File: src/rtl/fetch_pkg.sv
// Shared widths, constants and the queue entry type for the fetch stage.
// Counter width leaves room for the value DEPTH itself (clog2 + 1 bits).
package fetch_pkg;

  localparam int          INSTR_W          = 32;
  localparam logic [31:0] PC_INC           = 32'd4;
  localparam logic [31:0] DEFAULT_RESET_PC = 32'h0000_0000;

  typedef struct packed {
    logic [31:0]        pc;
    logic [INSTR_W-1:0] instr;
  } fetch_entry_t;

  function automatic int cnt_w(input int depth);
    return $clog2(depth) + 1;
  endfunction

endpackage

File: src/rtl/fetch_buffer_if.sv
// Memory-side request/response and core-side instruction handshake of the fetch stage.
// master = fetch_buffer, slave = instruction memory plus core.
interface fetch_buffer_if;
  import fetch_pkg::*;

  logic               imem_req;
  logic [31:0]        imem_addr;
  logic               imem_rvalid;
  logic [INSTR_W-1:0] imem_rdata;
  logic               inst_valid;
  logic [INSTR_W-1:0] inst_data;
  logic [31:0]        inst_pc;
  logic               inst_ready;
  logic               redirect;
  logic [31:0]        redirect_pc;

  modport master (
    output imem_req, imem_addr, inst_valid, inst_data, inst_pc,
    input  imem_rvalid, imem_rdata, inst_ready, redirect, redirect_pc
  );

  modport slave (
    input  imem_req, imem_addr, inst_valid, inst_data, inst_pc,
    output imem_rvalid, imem_rdata, inst_ready, redirect, redirect_pc
  );

endinterface

File: src/rtl/fetch_fifo.sv
// Queue of {pc, instr} entries: write visible next cycle, head read combinationally.
// Push and pop in one cycle both honoured; flush empties it but keeps storage contents.
module fetch_fifo
  import fetch_pkg::*;
#(
  parameter int DEPTH = 4,
  parameter int CW    = cnt_w(DEPTH)
) (
  input  logic          clock,
  input  logic          Reset,
  input  logic          flush,
  input  logic          push,
  input  fetch_entry_t  push_dat,
  input  logic          pop,
  output fetch_entry_t  head_dat,
  output logic [CW-1:0] count
);

  localparam int PW = $clog2(DEPTH);

  fetch_entry_t    mem [DEPTH];
  logic [PW-1:0]   head;
  logic [PW-1:0]   tail;
  logic            do_push;
  logic            do_pop;

  assign do_pop   = pop && (count != '0);
  assign do_push  = push && ((count != CW'(DEPTH)) || do_pop);
  assign head_dat = mem[head];

  always_ff @(posedge clock or posedge Reset) begin
    if (Reset) begin
      head  <= '0;
      tail  <= '0;
      count <= '0;
      for (int i = 0; i < DEPTH; i++) mem[i] <= '0;
    end else if (flush) begin
      head  <= '0;
      tail  <= '0;
      count <= '0;
    end else begin
      if (do_push) begin
        mem[tail] <= push_dat;
        tail      <= tail + 1'b1;
      end
      if (do_pop) head <= head + 1'b1;
      count <= count + CW'(do_push) - CW'(do_pop);
    end
  end

endmodule

File: src/rtl/fetch_buffer.sv
// Prefetch stage: issues sequential word reads, queues responses, presents them to the core.
// Instruction valid L+1 cycles after request; requests stall while queued+in-flight+dropped == DEPTH.
module fetch_buffer
  import fetch_pkg::*;
#(
  parameter int          DEPTH    = 4,
  parameter logic [31:0] RESET_PC = DEFAULT_RESET_PC
) (
  input  logic           clock,
  input  logic           Reset,
  fetch_buffer_if.master bus
);

  localparam int CW = cnt_w(DEPTH);

  logic [31:0]   fetch_pc;
  logic [31:0]   resp_pc;
  logic [31:0]   target_pc;
  logic [CW-1:0] outstanding;
  logic [CW-1:0] drop;
  logic [CW-1:0] count;
  logic [CW+1:0] in_use;
  logic          issue;
  logic          resp_live;
  logic          resp_drop;
  logic          resp_take;
  fetch_entry_t  push_dat;
  fetch_entry_t  head_dat;

  // Every slot is reserved at issue time, so a response can never find the queue full.
  assign in_use    = {2'b00, count} + {2'b00, outstanding} + {2'b00, drop};
  assign issue     = !Reset && !bus.redirect && (in_use < (CW+2)'(DEPTH));
  assign target_pc = bus.redirect_pc & ~32'h3;

  // A response with nothing outstanding is ignored outright.
  assign resp_live = bus.imem_rvalid && ((drop != '0) || (outstanding != '0));
  assign resp_drop = bus.imem_rvalid && (drop != '0);
  assign resp_take = bus.imem_rvalid && (drop == '0) && (outstanding != '0);

  assign bus.imem_req  = issue;
  assign bus.imem_addr = fetch_pc;

  always_ff @(posedge clock or posedge Reset) begin
    if (Reset) begin
      fetch_pc    <= RESET_PC;
      resp_pc     <= RESET_PC;
      outstanding <= '0;
      drop        <= '0;
    end else if (bus.redirect) begin
      fetch_pc    <= target_pc;
      resp_pc     <= target_pc;
      outstanding <= '0;
      drop        <= drop + outstanding - CW'(resp_live);
    end else begin
      if (issue)     fetch_pc <= fetch_pc + PC_INC;
      if (resp_take) resp_pc  <= resp_pc + PC_INC;
      outstanding <= outstanding + CW'(issue) - CW'(resp_take);
      drop        <= drop - CW'(resp_drop);
    end
  end

  assign push_dat.pc    = resp_pc;
  assign push_dat.instr = bus.imem_rdata;

  fetch_fifo #(.DEPTH(DEPTH), .CW(CW)) u_fifo (
    .clock    (clock),
    .Reset    (Reset),
    .flush    (bus.redirect),
    .push     (resp_take && !bus.redirect),
    .push_dat (push_dat),
    .pop      (bus.inst_valid && bus.inst_ready && !bus.redirect),
    .head_dat (head_dat),
    .count    (count)
  );

  assign bus.inst_valid = (count != '0);
  assign bus.inst_data  = head_dat.instr;
  assign bus.inst_pc    = head_dat.pc;

endmodule

File: src/flat_wrapper.sv
// flat-port wrapper written by rule: the top's interface ports become plain ports
module fetch_buffer_flat import fetch_pkg::*;
#(
  parameter int          DEPTH    = 4,
  parameter logic [31:0] RESET_PC = DEFAULT_RESET_PC
)
  (clock, Reset, bus_imem_req, bus_imem_addr, bus_inst_valid, bus_inst_data, bus_inst_pc, bus_imem_rvalid, bus_imem_rdata, bus_inst_ready, bus_redirect, bus_redirect_pc);
  fetch_buffer_if bus_i ();
  input  logic clock;
  input  logic Reset;
  output wire logic [$bits(bus_i.imem_req)-1:0] bus_imem_req;
  output wire logic [$bits(bus_i.imem_addr)-1:0] bus_imem_addr;
  output wire logic [$bits(bus_i.inst_valid)-1:0] bus_inst_valid;
  output wire logic [$bits(bus_i.inst_data)-1:0] bus_inst_data;
  output wire logic [$bits(bus_i.inst_pc)-1:0] bus_inst_pc;
  input wire logic [$bits(bus_i.imem_rvalid)-1:0] bus_imem_rvalid;
  input wire logic [$bits(bus_i.imem_rdata)-1:0] bus_imem_rdata;
  input wire logic [$bits(bus_i.inst_ready)-1:0] bus_inst_ready;
  input wire logic [$bits(bus_i.redirect)-1:0] bus_redirect;
  input wire logic [$bits(bus_i.redirect_pc)-1:0] bus_redirect_pc;
  assign bus_imem_req = bus_i.imem_req;
  assign bus_imem_addr = bus_i.imem_addr;
  assign bus_inst_valid = bus_i.inst_valid;
  assign bus_inst_data = bus_i.inst_data;
  assign bus_inst_pc = bus_i.inst_pc;
  assign bus_i.imem_rvalid = bus_imem_rvalid;
  assign bus_i.imem_rdata = bus_imem_rdata;
  assign bus_i.inst_ready = bus_inst_ready;
  assign bus_i.redirect = bus_redirect;
  assign bus_i.redirect_pc = bus_redirect_pc;
  fetch_buffer #(.DEPTH(DEPTH), .RESET_PC(RESET_PC)) u_core (.clock(clock), .Reset(Reset), .bus(bus_i));
endmodule
File: config.mk
export PLATFORM = sky130hd
export DESIGN_NAME = fetch_buffer_flat
export DESIGN_NICKNAME = d
export VERILOG_FILES = /design/src/rtl/fetch_pkg.sv /design/src/rtl/fetch_buffer_if.sv /design/src/rtl/fetch_fifo.sv /design/src/rtl/fetch_buffer.sv /design/src/flat_wrapper.sv
export SDC_FILE = /design/constraint.sdc
export NUM_CORES = 1
export LEC_CHECK = 0
export ABC_AREA = 1
export CORE_ASPECT_RATIO = 0.6
export CORE_MARGIN = 2
export CORE_UTILIZATION = 49
export CTS_CLUSTER_SIZE = 8
export DETAILED_ROUTE_END_ITERATION = 10
export MAX_ROUTING_LAYER = met4
export PLACE_DENSITY = 0.71
export SLEW_MARGIN = 5
export SYNTH_ARGS = -nofsm -noshare
export SYNTH_HDL_FRONTEND = slang
export SYNTH_SLANG_ARGS = --single-unit
File: constraint.sdc
create_clock -name clock -period 13.86 [get_ports clock]
set_input_delay 2.772 -clock clock [delete_from_list [all_inputs] [get_ports clock]]
set_output_delay 2.772 -clock clock [all_outputs]
set_load 0.005 [all_outputs]
# == Word-level counts from Yosys, hierarchy flattened ==
# Cells that the tools add are included.
# classes
n_bitwise,3
n_mux,17
addsub,13
eq_ne,1
n_lt_le_gt_ge,4
reduce_logical,25
# op_table
cell,n
$bwmux 256,1
$mux 64,3
$bmux 64 s2,1
$demux 64 s2,1
$mux 32,4
$add 32x3->32 const B,2
$logic_and 1x1->1,12
$sub 3x1->3,4
$mux 3,3
$reduce_bool 3->1,3
$mux 2,4
$reduce_bool 2->1,4
$add 3x1->3,2
$ge 3x3->1 const B,2
$not 2->3,2
$add 5x3->5,1
$lt 5x3->1 const B,1
$add 2x1->2 const B,2
$add 3x3->4,1
$add 3x3->3,1
$logic_not 3->1,1
$lt 3x1->1 const B,1
$ne 3x3->1 const B,1
$logic_not 1->1,2
other kinds (3),4
# word_totals
inputBits,69
register_bits,333
wordCells,78

# == Longest topological paths before layout ==
# Gate-level depths: netlist of run 1.
# depth
word_depth,9
mapped_depth,15

# == Cells and area by module ==
# From an unflattened synthesis of run 1, not the netlist that was laid out.
# unflattened
hier_cells,2308
hier_area_um2,17613.1
# by_module_without_submodules
module,n_inst,cells_each,area_each_um2
fetch_fifo,1,1553,12722.2
fetch_buffer,1,755,4890.9

# == Worst setup path before layout of run 1 ==
# No wires, ideal clock.
# synth_path
kind,input to output
from,in bus_redirect
to,out bus_imem_req
n_path_buf,2
setup_slack_ns,7.464
t_required_ns,11.088
arrival_time_ns,3.624
cell_stages,6
cell_sequence,buf_2 > nor2_1 > and2_1 > nand2_1 > nor2_1 > buf_2
# synth_between
elab_chain_len,3
# synth_lines
element,line_no,rtl
from (decl),flat_wrapper.sv:19,input wire logic [$bits(bus_i.redirect)-1:0] bus_redirect;
$logic_not 1->1,fetch_buffer.sv:32,assign issue = !Reset && !bus.redirect && (in_use < (CW+2)'(DEPTH));
$logic_and 1x1->1 (2 in series),fetch_buffer.sv:32,
to (decl),flat_wrapper.sv:11,output wire logic [$bits(bus_i.imem_req)-1:0] bus_imem_req;
# Every way passes these cells.

# == Worst setup path after layout of run 1 ==
# layout_path
from,in Reset
to,out bus_imem_req
# layout_between
elab_chain_len,3
# layout_lines
element,line_no,rtl
from (decl),flat_wrapper.sv:10,input logic Reset;
$logic_not 1->1,fetch_buffer.sv:32,
$logic_and 1x1->1 (2 in series),fetch_buffer.sv:32,
# Every way passes these cells.

==> results of run 1 <==
metal layers:
| layer | up-vias | GRT usage | share of wire |
|---|---|---|---|
| met5 | - | - | 0 |
| met4 | 0 | 0.0473 | 0.011 |
| met3 | 41 | 0.0624 | 0.087 |
| met2 | 505 | 0.376 | 0.43 |
| met1 | 6761 | 0.398 | 0.48 |
| li1 | 6772 | - | - |
logic make-up after synthesis:
logic type	count (synthesis)	synth area share
compound gates	491	0.163
flops	321	0.506
fa+ha+maj	23	0.0200
simple gates	901	0.227
xor+xnor	21	0.0116
other cells	1	0.000236
buf+inv	254	0.0716
mux	1	0.000630
per-stage QoR:
stage	instance area [µm²]	hold slack [ns]	setup WS [ns]	power (µW)
global route	18700	0.497	6.47	3400
detailed placement	17500	0.468	6.59	2230
global placement	17500	0.461	6.57	2200
CTS	18700	0.480	6.58	3220
finish	18700	0.476	6.58	3200
floorplan	15900	0.448	2.20	1720
power by group through the flow:
stage	Combinational, µW	Clock, µW	Sequential (µW)
after global routing	1160	1040	1200
final	1040	979	1190
after floorplan	568	0	1160
after CTS	1040	995	1180
after global placement	1010	0	1190
after detailed placement	1030	0	1190
path summary, 6_finish.rpt:
check / from / end / slack (ns) / depth (start not counted)
setup reg to reg: u_core.u_fifo.count[0] / u_core.bus.imem_addr[15] / 10.09 / 14
min in group asynchronous: Reset / u_core.drop[0] / 2.77 / 2
max in group asynchronous: Reset / u_core.u_fifo.mem[15] / 8.65 / 4
setup / recovery: Reset / bus_imem_req / 6.58 / 7
hold / removal: u_core.u_fifo.mem[94] / u_core.u_fifo.mem[94] / 0.48 / 2
hold reg to reg: u_core.u_fifo.mem[94] / u_core.u_fifo.mem[94] / 0.48 / 2
placed cells by master (no fill, tap or decap), drive strengths merged, types with 19 or more instances in the layout:
cell type | Yosys | layout
nand2 | 557 | 557
o21ai | 404 | 404
dfrtp | 321 | 321
nor2 | 235 | 235
clkdlybuf4s50 | 0 | 159
inv | 139 | 140
nand3 | 91 | 91
o22ai | 62 | 62
clkbuf | 61 | 49
ha | 19 | 19
sequential cells by signal (all words and copies together), names as in the netlist:
signal and flops:
u_core.resp_pc 30, u_core.bus.imem_addr 30, u_core.outstanding 3, u_core.u_fifo.count 3, u_core.u_fifo.tail 2, u_core.u_fifo.mem 248
u_core.u_fifo.head 2, u_core.drop 3
cell type report:
cell class                      instances  area, µm²
Sequential cell                       321       8040
Timing Repair Buffer                  173       1690
Multi-Input combinational cell       1441       6740
Antenna cell                            1       2.50
Fill cell                            2861      13400
Clock buffer                           49       1180
Clock inverter                          2       17.5
Tap cell                              424        531
Inverter                              141        538
critical path, stage by stage:
cell and delay [ns]:
clkdlybuf4s50_1 0.51, nor2_1 0.13, and2_1 0.17, nand2_1 0.06, nor2_1 0.08, buf_4 0.24, clkdlybuf4s50_1 0.54
==> impl_metrics.toml, run 1 <==
[status]
status = "finished, final reports clean"

[power_and_ir_drop]
p_sw_uw = 1060
pwr-share-comb = 0.324
pwr-share-seq = 0.370
power_switching_share = 0.330
internal_power_uw = 2150
peakVddDrop_mv = 0.107
p_leak_uw = 0.00866
powerDensity_mw_per_mm2 = 171
clkPwrFrac = 0.306

[cells_and_area]
nNetsFinal = 2216
drive_above_1_share = 0.0386
syn2layout_area_growth_pct = 18.0
layoutNonFillerInstCount = 2552
final_util = 0.583

[detailed_routing]
drt_iter0_markers = 1686
wl_mm = 43.9
dr.pass1.iters = 5
vias = 14079
drc = 0
vias_per_cell = 5.52
avgRoutedWirePerCell_um = 17.2
ant_nets = 0

[synthesis]
synth.top_cell.area_share = 0.506
seq_area_frac_synth = 0.506
avgSynthCellArea_um2 = 7.89
synth-seq-cells = 321
synth_cells = 2013
synth-edff-count = 0
yosysMostFrequentCell = "nand2_1"
ys_async_sr_fraction = 1.00
netlist_top_cells_count = "nand2_1 (557), dfrtp_1 (321), o21ai_0 (280)"
ys.flop_type = "dfrtp_1"
yosys.area.top_type = "dfrtp_1"
yosys_warnings = 0
yosysUniqueCellTypes = 35
yosys-top-cells-area = "dfrtp_1 (51%), nand2_1 (13%), o21ai_0 (8.8%)"
syn_area_mm2 = 0.0159

[clock_network]
clockBufferDepth = 3
hold_buffers = 0
worstSkewPairLatency_ns = 0.54
clock-sinks = 321
post_cts_resized = 0
htreeDepth = 2
cts-root-buf = "clkbuf_16"
cts_tree = "done"
post_cts.repair.setup_buffers = 0
cts_made_buffers = 46
path_clk_slew_ns = 0.05

[global_route]
antenna_found_initial = 1
grt_overflow = 0
grt_pass1_wl_mm = 70.5
grt_pass1_vias = 12991
grt_start_max_net_pins = 109
track_usage = 0.268

[sta]
rsz0062_at_grt = "no"
fmax_ghz = 0.137
period_share = 0.526
setup_viol = 0
tns_ns = 0
skew_ns = 0.0126
slew_headroom = 0.261
worst_pin_slew_ns = 1.11
hold_viol_final = 0
fin_crit_ns = 7.28
maxSlewViolCount = 0

[place]
dp.cells = 2500
port_buffers = 160
dp_hpwl_mm = 27.9
place_congestion = 0.979

[worst_setup_path]
endpoint_kind = "primary output"
start_kind = "input pin"
cp.arrival_ns = 4.51
critPathMaxFanout = 14
critPathKind = "input pin to primary output"
worstPathRequired_ns = 11.09

[run]
max_cap_viol_count = 0

[floorplan]
start_util = 0.494
row_count = 51
die_x_um = 236
ios = 167
dieArea_mm2 = 0.0339
die_h_um = 143
core_mm2 = 0.0322

[min_path]
min_path_type = "register to register"
Note: power is estimated with default switching activity, not from simulation.
==> inputs of run 2 (changes only) <==
- PLACE_DENSITY: 0.71 -> 0.73
- clock period: 13.86 -> 5.88 ns (I/O delays scaled with it)
==> run 2 against run 1 <==
Net effect: combinational power is 140% higher; critical path depth is 2 lower; global-route usage is 0.21 points lower; register-to-register slack worse by 7.8 ns; non-clock buffer count is 5 higher; clock skew is 0.0077 ns higher; largest power group unchanged; highest routed layer unchanged.
==> impl_metrics.toml, run 2 (synthesis results as in run 1) <==
[cells_and_area]
final_cell_mix = "nand2_1 (557), dfrtp_1 (319), o21ai_0 (280)"
ff_latch_area_mm2 = 0.00804
syn2layout_area_growth_pct = 18.5
nNetsFinal = 2221
final_common_cell = "nand2_1"
nFillCells = 2944
multi_input_area_mm2 = 0.00674
largest_register = "u_core.u_fifo.mem"
n_antenna_cell = 0
largest_register_ffs = 248
drive_above_1_share = 0.0408
layoutNonFillerInstCount = 2556

[clock_network]
worstSkewPairLatency_ns = 0.53
cts_made_buffers = 46
cts_tree = "done"
htreeDepth = 2
cts-root-buf = "clkbuf_16"
hold_buffers = 0
post_cts_resized = 0
clock-sinks = 321
post_cts.repair.setup_buffers = 0
clockBufferDepth = 3
path_clk_slew_ns = 0.05

[place]
dp.cells = 2505
port_buffers = 160
place_congestion = 0.992
dp_hpwl_mm = 28.4

[worst_setup_path]
endpoint_kind = "primary output"
critPathMaxFanout = 66
start_kind = "register"
rr_startpoint = "u_core.u_fifo.count[0]"
max_stage_delay_ns = 0.77
cp_cell_sequence = "clkinv_2, buf_12, o21ai_0, o22ai_1, clkdlybuf4s50_1"
startpoint = "u_core.u_fifo.head[0]"
path_delay_family = "buffers and inverters"
worstPathRequired_ns = 4.70
cp_num_buf_inv = 3
crit_slowest_cell = "clkinv_2"
critPathKind = "register to primary output"
cp.arrival_ns = 3.40

[sta]
setup_viol = 0
skew_ns = 0.0203
tns_ns = 0
hold_viol_final = 0
rsz0062_at_grt = "no"
slew_headroom = 0.250
maxSlewViolCount = 0
worst_pin_slew_ns = 1.13
fmax_ghz = 0.218
fin_crit_ns = 4.58
period_share = 0.779

[floorplan]
core_mm2 = 0.0322
dieArea_mm2 = 0.0339
die_x_um = 236
start_util = 0.494
row_count = 51
die_h_um = 143
ios = 167

[global_route]
grt_pass1_wl_mm = 69.9
grt_start_max_net_pins = 184
track_usage = 0.266
grt_overflow = 0
grt_pass1_vias = 12975
antenna_found_initial = 0

[min_path]
min_from = "u_core.u_fifo.mem[147]"
min_path_type = "register to register"

[detailed_routing]
vias = 14114
dr.pass1.iters = 6
vias_per_cell = 5.52
wl_mm = 43.8
drt_iter0_markers = 1338
ant_nets = 0
drc = 0
avgRoutedWirePerCell_um = 17.1

[power_and_ir_drop]
powerDensity_mw_per_mm2 = 401
peakVddDrop_mv = 0.290
p_leak_uw = 0.00869

[status]
status = "finished, final reports clean"

[run]
max_cap_viol_count = 0
-- run 2: cell count changes in the layout (fill, tap and decap cells not counted), sizes merged --
cell	delta
diode	-1
clkinvlp	+1
buf	+5
inv	-1
-- run 2: final cells by class --
| cell class | instances | area share |
|---|---|---|
| flip-flops and latches | 321 | 0.427 |
| multi-input cells | 1441 | 0.358 |
| repair buffers | 178 | 0.0946 |
| clock buffers | 49 | 0.0629 |
| inverters | 141 | 0.0284 |
| well taps | 424 | 0.0282 |
| clock inverters | 2 | 0.000930 |
-- run 2: path summary, 6_finish.rpt --
kind | cells after the start | slack [ns] | end
worst min-delay path | 2 | 0.48 | u_core.u_fifo.mem[147]
min in group asynchronous | 2 | 1.07 | u_core.resp_pc[6]
worst max register to register | 14 | 2.27 | u_core.bus.imem_addr[15]
max in group asynchronous | 3 | 3.43 | u_core.u_fifo.mem[159]
worst min register to register | 2 | 0.48 | u_core.u_fifo.mem[147]
worst max-delay path | 5 | 1.30 | bus_inst_pc[22]
-- run 2: where the power goes --
part / switching, µW / leakage [µW] / total (µW) / internal [µW]
clock: 910 / 0.000590 / 2310 / 1400
combinational: 1270 / 0.00377 / 2450 / 1180
sequential: 304 / 0.00433 / 2790 / 2490
-- run 2: worst min-delay path: cells and delay by family (launching register included) --
kind | cells | cell delay, ns
AOI/OAI and AO/OA | 1 | 0.06
DFF | 1 | 0.33
and+or+nand+nor | 1 | 0.05
-- run 2: routing by layer --
metal,part of all wire,vias to the layer above,GRT usage
li1,-,6775,-
met2,0.43,559,0.378
met5,0,-,-
met4,0.011,0,0.0506
met3,0.095,45,0.0686
met1,0.46,6735,0.385
-- run 2: per-stage QoR --
stage          total power (µW)  worst slack (ns)  area (µm²)  utilization  hold slack, ns
4_1_cts                    7590              1.31       18800        0.585           0.480
6_report                   7550              1.30       18800        0.585           0.477
2_1_floorplan              4060             0.423       15900            -           0.448
5_1_grt                    8010              1.11       18800        0.585           0.493
3_5_place_dp               5260              1.58       17600        0.548           0.468
3_3_place_gp               5200              1.76       17600        0.548           0.461
